===== config.mk =====
export PLATFORM = sky130hd
export DESIGN_NAME = mem_port_arbiter
export DESIGN_NICKNAME = d
export VERILOG_FILES = /design/src/rtl/mem_port_arbiter.sv
export SDC_FILE = /design/constraint.sdc
export NUM_CORES = 1
export LEC_CHECK = 0
export ABC_AREA = 0
export ABC_CLOCK_PERIOD_IN_PS = 2540
export CAP_MARGIN = 20
export CORE_ASPECT_RATIO = 0.5
export CORE_MARGIN = 3
export CORE_UTILIZATION = 30
export CTS_CLUSTER_DIAMETER = 100
export DETAILED_ROUTE_END_ITERATION = 8
export PLACE_DENSITY_LB_ADDON = 0.08
export RECOVER_POWER = 50
export SYNTH_ARGS = -nofsm -noshare
export SYNTH_HDL_FRONTEND = slang
export SYNTH_SLANG_ARGS = --single-unit

===== constraint.sdc =====
create_clock -name clk -period 2.54 [get_ports clk]
set_input_delay 0.381 -clock clk [delete_from_list [all_inputs] [get_ports clk]]
set_output_delay 0.381 -clock clk [all_outputs]
set_load 0.01 [all_outputs]

===== src/rtl/mem_port_arbiter.sv =====
// mem_port_arbiter: shares one single-ported memory between the instruction
// fetch port (I) and the load/store port (D). One access is in flight at a
// time; read data returns with a one-cycle ack after a fixed latency.
//
// Ports:
//   clk, reset                  clock, synchronous active-high reset
//   if_req/if_addr              I-port read request (held until if_ack)
//   if_ack/if_rdata/if_stall    I-port completion pulse, data, stall
//   dm_req/dm_we/dm_addr/dm_wdata  D-port request (held until dm_ack)
//   dm_ack/dm_rdata/dm_stall    D-port completion pulse, data, stall
//   mem_en/mem_we/mem_addr/mem_wdata  registered memory command
//   mem_rdata                   memory read data, valid MEM_LAT after mem_en
module mem_port_arbiter #(
    parameter int unsigned ADDR_W        = 8,
    parameter int unsigned DATA_W        = 16,
    parameter int unsigned MEM_LAT       = 2,
    parameter int unsigned DATA_PRIORITY = 1
) (
    input  logic              clk,
    input  logic              reset,
    input  logic              if_req,
    input  logic [ADDR_W-1:0] if_addr,
    output logic              if_ack,
    output logic [DATA_W-1:0] if_rdata,
    output logic              if_stall,
    input  logic              dm_req,
    input  logic              dm_we,
    input  logic [ADDR_W-1:0] dm_addr,
    input  logic [DATA_W-1:0] dm_wdata,
    output logic              dm_ack,
    output logic [DATA_W-1:0] dm_rdata,
    output logic              dm_stall,
    output logic              mem_en,
    output logic              mem_we,
    output logic [ADDR_W-1:0] mem_addr,
    output logic [DATA_W-1:0] mem_wdata,
    input  logic [DATA_W-1:0] mem_rdata
);

    localparam int unsigned CNT_W = 4;
    localparam logic [CNT_W-1:0] CNT_INIT = CNT_W'(MEM_LAT - 1);

    localparam logic [1:0] ST_IDLE  = 2'd0;
    localparam logic [1:0] ST_ISSUE = 2'd1;
    localparam logic [1:0] ST_WAIT  = 2'd2;
    localparam logic [1:0] ST_DONE  = 2'd3;

    localparam logic OWN_I = 1'b0;
    localparam logic OWN_D = 1'b1;

    logic [1:0]       state;
    logic [1:0]       next_state;
    logic [CNT_W-1:0] cnt;
    logic             owner;
    logic             last_grant;
    logic             grant_c;
    logic             grant_owner_c;

    // Next-state and arbitration decision
    always_comb begin
        next_state    = state;
        grant_c       = 1'b0;
        grant_owner_c = OWN_I;
        case (state)
            ST_IDLE: begin
                if (if_req || dm_req) begin
                    grant_c    = 1'b1;
                    next_state = ST_ISSUE;
                    if (dm_req && !if_req) begin
                        grant_owner_c = OWN_D;
                    end else if (if_req && !dm_req) begin
                        grant_owner_c = OWN_I;
                    end else if (DATA_PRIORITY != 0) begin
                        grant_owner_c = OWN_D;
                    end else begin
                        // Round-robin tie break: the port not served last.
                        grant_owner_c = ~last_grant;
                    end
                end
            end
            ST_ISSUE: next_state = ST_WAIT;
            ST_WAIT: begin
                if (cnt == '0) begin
                    next_state = ST_DONE;
                end
            end
            ST_DONE: next_state = ST_IDLE;
            default: next_state = ST_IDLE;
        endcase
    end

    // State register
    always_ff @(posedge clk) begin
        if (reset) begin
            state <= ST_IDLE;
        end else begin
            state <= next_state;
        end
    end

    // Datapath: command latch, latency counter, read capture, acks
    always_ff @(posedge clk) begin
        if (reset) begin
            cnt        <= '0;
            owner      <= OWN_I;
            last_grant <= OWN_I;
            mem_en     <= 1'b0;
            mem_we     <= 1'b0;
            mem_addr   <= '0;
            mem_wdata  <= '0;
            if_ack     <= 1'b0;
            dm_ack     <= 1'b0;
            if_rdata   <= '0;
            dm_rdata   <= '0;
        end else begin
            mem_en <= 1'b0;
            if_ack <= 1'b0;
            dm_ack <= 1'b0;
            case (state)
                ST_IDLE: begin
                    if (grant_c) begin
                        owner  <= grant_owner_c;
                        mem_en <= 1'b1;
                        if (grant_owner_c == OWN_D) begin
                            mem_we    <= dm_we;
                            mem_addr  <= dm_addr;
                            mem_wdata <= dm_wdata;
                        end else begin
                            // Fetches are always reads; wdata keeps its value.
                            mem_we   <= 1'b0;
                            mem_addr <= if_addr;
                        end
                    end
                end
                ST_ISSUE: cnt <= CNT_INIT;
                ST_WAIT: begin
                    if (cnt == '0) begin
                        if (owner == OWN_D) begin
                            dm_ack <= 1'b1;
                            if (!mem_we) begin
                                dm_rdata <= mem_rdata;
                            end
                        end else begin
                            if_ack   <= 1'b1;
                            if_rdata <= mem_rdata;
                        end
                    end else begin
                        cnt <= cnt - CNT_W'(1);
                    end
                end
                ST_DONE: last_grant <= owner;
                default: ;
            endcase
        end
    end

    assign if_stall = if_req & ~if_ack;
    assign dm_stall = dm_req & ~dm_ack;

endmodule


### Word-level counts from Yosys, hierarchy flattened

Cells that the tools add are included.
W data, S select, Z words.

| cells by class | value |
|---|---|
| bitwise gates (word level) | 9 |
| add/sub/neg operators | 1 |
| mux-type cells | 16 |
| equality and inequality tests | 6 |
| reductions and logical operators | 16 |

Operators with widths:

| cell | count |
|---|---|
| $mux W1 | 10 |
| $mux W8 | 1 |
| $pmux W2 S4 | 1 |
| $pmux W4 S2 | 1 |
| $not A1 Y1 | 7 |
| $ne A2 B2 Y1 const B | 3 |
| $reduce_and A2 Y1 | 3 |
| $reduce_and A3 Y1 | 2 |
| $eq A2 B2 Y1 const B | 2 |
| $logic_not A4 Y1 | 1 |
| $mux W2 | 2 |
| $mux W4 | 1 |
| $reduce_and A4 Y1 | 1 |
| $sub A4 B1 Y4 const B | 1 |
| $reduce_or A3 Y1 | 1 |
| $and A1 B1 Y1 | 2 |
| $eq A2 B1 Y1 const B | 1 |
| $logic_and A1 B1 Y1 | 2 |
| $logic_not A1 Y1 | 2 |
| $logic_not A2 Y1 | 1 |
| $reduce_bool A2 Y1 | 1 |
| $reduce_or A2 Y1 | 1 |
| $logic_or A1 B1 Y1 | 1 |

| storage, ports and cells | value |
|---|---|
| register bits | 67 |
| word-level logic and storage cells | 59 |
| output and inout bits | 62 |
| input port bits | 53 |

### Depth between registers and ports, before layout

| logic depth | value |
|---|---|
| depth in word-level cells | 7 |
| gate-level depth with buffers | 7 |
| mapped depth without buffers | 5 |

### Least setup slack after synthesis

No wires, ideal clock.

| path | value |
|---|---|
| kind | reg2reg |
| start | register cnt[0] |
| end | register state[0] |
| library setup time | 0.079 ns |
| data arrival time | 1.478 ns |
| period minus slack after synthesis | 1.557 ns |
| path slack | 0.983 ns |
| stages on the path, launching flop included | 7 |
| required time | 2.461 ns |
| cell sequence | dfxtp_1 -> inv_1 -> ha_1 -> or3b_1 -> buf_2 -> a22o_4 -> a211oi_2 |

| on the way | value |
|---|---|
| longest elaborated chain between the ends | 3 |

RTL lines:

| what | RTL line | text |
|---|---|---|
| start: declaration | 53 | `logic [CNT_W-1:0] cnt;` |
| start signal: assignment | 148 | `cnt <= cnt - CNT_W'(1);` |
| $logic_not A4 Y1 | 83 | `if (cnt == '0) begin` |
| $ne A2 B2 Y1 (no line) | -- |  |
| $reduce_and A2 Y1 (no line) | -- |  |
| end signal: assignment | 97 | `state <= next_state;` |
| end: declaration | 51 | `logic [1:0] state;` |

No other way between the ends.
A chain may end at the register's enable or synchronous reset.

### Worst setup path after layout

| path | value |
|---|---|
| start | input dm_req |
| end | output dm_stall |

| on the way | value |
|---|---|
| longest elaborated chain between the ends | 1 |

RTL lines:

| what | RTL line | text |
|---|---|---|
| start: declaration | 26 | `input logic dm_req,` |
| $and A1 B1 Y1 | 158 | `assign dm_stall = dm_req & ~dm_ack;` |
| end: declaration | 32 | `output logic dm_stall,` |

No other way between the ends.

==> results.txt <==
status = completed
RSZ-0062 raised after global routing = false
post-synthesis compound-gate area fraction = 0.218
worst-case reg-to-reg path depth = 6
H-tree Lvls = 3
drt first pass iters = 4
antenna-violating nets left = 0
mux contribution to synthesized area = 0.00771
Tot GR Track Use = 0.152
worst hold path type = register to register
most used flip-flop cell after synthesis = dfxtp_1
Psw = 1.12 mW
multi-input logic area = 1300 um2
max incr delay on CP = 0.59 ns
Post-Route Skew = 0.00816 ns
FF-to-FF End = dm_rdata[0]
final core occ = 0.480
Max-Cap Viols = 0
Slowest-stage cell, CP = clkdlybuf4s50_1
I/O pins = 115
clock sink count = 67
row count = 24
Crit Path Max Fanout = 7
Yosys reg bits = 67
Post-synth EDFFs = 0
DP Area = 3990 um2
drt initial violations = 104
fin nets = 492
CP top delay family = buffers and inverters
Tmin final = 2.14 ns
share of cells above drive strength 1 = 0.0479
Die Y = 73.8 um
Final Setup Violations = 0
DR WL met2 = 3650 um
wire length on met1 = 3610 um
syn_nets = 385
Worst-Margin Slew = 0.668 ns
Worst Hold End = mem_wdata[11]
Max Fclk = 467 MHz
critical path class = input port to primary output
largest net degree at the start of global routing = 49
part of the power in registers = 0.382
first-pass GRT wire length = 12600 um
# DRC = 0
path length in cells of the critical path = 4
Syn Inst Count = 328
Worst R2R Setup Slack = 0.53 ns
fraction of registers with async set or reset after synthesis = 0
routed len/inst = 14.0 um
vias per cell = 4.74
critical path capture point type = primary output
vias post-DR = 2633
Fin. Hold Viols = 0
crit path launch = dm_req
Worst VDD drop = 0.420 mV
Design Area, Final = 4230 um2
CTS resizes = 0
number of global-route vias before repair = 2590
postcts setup bufs = 0
clock transition at the registers of the reported paths = 0.05 ns
Worst Hold Depth = 2
final setup TNS = 0 ns
Port Buffer Count = 114
PD cells = 834 nW/um2
Syn Std Cell Area = 2760 um2
clock power share = 0.296
die area = 10500 um2
global placement routability congestion = 0.745
Die W = 142 um
root buffer cell = clkbuf_16
main combinational cell family by area after synthesis = simple AND/OR/NAND/NOR gates
Critical Path RT = 2.16 ns
sequential area share after synthesis = 0.486
register cell area after layout = 1340 um2
initial antenna violation count = 0
Final Max Tran Viols = 0
Unique masters post-synth = 34
worst r2r src = state[0]
hold slack = 0.450 ns
CTS Buffer Depth = 2
Simple-Gate Fraction of Synth Area = 0.226
Switching Fraction = 0.317
CTS tree = built
combinational share of power = 0.322
Fillers = 849
n_diodes = 0
global route total overflow = 0
dpl cells = 541
YS warnings = 0
crit start category = input port
Post-Layout Cell Count = 555
top layer reached by signal wires = met4
hold wc startpoint = mem_wdata[11]
Top cell by count, worst path = clkdlybuf4s50_1
WP buf/inv = 3
Synth Area in Adders = 0.0181
Routed WL = 7800 um
core area = 8830 um2
leakage = 1.67 nW
CTS buffer count = 9
Starting Density = 0.313
area grow syn2layout = 53.4%
CP Cell Sequence = clkdlybuf4s50_1 -> clkinv_1 -> nor2_1 -> clkdlybuf4s50_1
syn_area_per_cell = 8.42 um2
Synth Area in XOR/XNOR = 0
WP data arrival = 1.76 ns
post-detail-place hpwl = 5550 um
Internal = 2.41 mW
worst rel slew slack = 0.555
Clk Latency, worst-skew pair = 0.32 ns
post-cts hold buffer count = 0
Final period util = 0.843
met3 WL post-DR = 514 um
[layout by cell type (no fill, tap or decap), drive strengths merged]
master          n
dfxtp          67
o21ai          65
clkdlybuf4s50  60
dlygate4sd3    53
nand2          35
nor2b          34
nand2b         21
a21oi          19
nor2           16
clkbuf         13
a211oi         10
o22ai           8
buf             6
inv             4
ha              4
clkinv          3
nand3b          2
nor3            2
and2            1
nor4bb          1
nand4bb         1
nand4b          1
or3b            1
a211o           1
a311oi          1
a22o            1
mux2i           1
or2             1
a22oi           1
o21a            1
nor3b           1
nand3           1
mux2            1
clkinvlp        1
[cell type report]
cell class / instances / share of cell area
sequential: 67 / 0.317
multi-input combinational: 231 / 0.306
timing repair buffer: 121 / 0.279
clock buffer: 11 / 0.0550
tap: 117 / 0.0346
inverter: 5 / 0.00443
clock inverter: 3 / 0.00414
[worst reg2reg max path, cell delays in order (launching register included)]
cell and delay, ns:
dfxtp_1 0.31, inv_1 0.10, ha_1 0.19, clkbuf_1 0.40
nand4bb_1 0.17, or2_1 0.51, o21ai_1 0.25
[worst max-delay path by stage]
stage | to | slack [ns]
floorplan | state[0] | 0.98
detailed placement | dm_stall | 0.38
global placement | dm_stall | 0.40
global route | dm_stall | 0.32
finish | dm_stall | 0.40
CTS | dm_stall | 0.37
[metal layers]
metal / vias up / global-route usage
met5: - / 0
met1: 1220 / 0.192
met4: 0 / 0.0447
met3: 2 / 0.0618
met2: 72 / 0.241
li1: 1339 / -
[registers in the layout, summed over array words and instances, names as in the netlist]
name and flops:
if_ack 1, dm_rdata 16, owner 1, state 2, if_rdata 16, mem_en 1, mem_we 1, dm_ack 1
mem_wdata 16, mem_addr 8, cnt 4
[Yosys cell counts (2+ instances only)]
master    count  area share
nor3_1        2      0.0036
nor2_1       16       0.022
dfxtp_1      67        0.49
nand3b_1      2      0.0054
a211oi_1      9       0.024
a21oi_1      19       0.034
nor2b_1      34       0.077
o22ai_1       8       0.018
nand2b_1     21       0.048
ha_1          4       0.018
buf_2         8       0.015
clkbuf_1     16       0.022
inv_1         4      0.0054
o21ai_1      25       0.045
o21ai_0      40       0.073
nand2_1      35       0.048
[cells by family (layout without fill, tap and decap cells)]
group                    count (synthesis)  after routing
AND/OR/NAND/NOR                        118            118
flip-flops                              67             67
buffers and inverters                   30            140
multiplexers                             2              2
adder cells (fa/ha/maj)                  4              4
AO/OA/AOI/OAI                          107            107
[metrics by stage]
step	worst slack, ns	total power, mW
CTS	0.370	3.67
global placement	0.402	2.55
finish	0.400	3.53
global route	0.318	3.78
floorplan	0.983	2.00
detailed placement	0.378	2.59
[power groups by stage]
| stage | logic (mW) | registers, mW | clock network (mW) |
|---|---|---|---|
| after floorplan | 0.566 | 1.43 | 0 |
| final | 1.14 | 1.35 | 1.05 |
| after detailed placement | 1.22 | 1.37 | 0 |
| after global placement | 1.18 | 1.37 | 0 |
| after CTS | 1.22 | 1.35 | 1.09 |
| after global routing | 1.26 | 1.37 | 1.14 |
No activity file was read; power rests on OpenSTA's default activity.
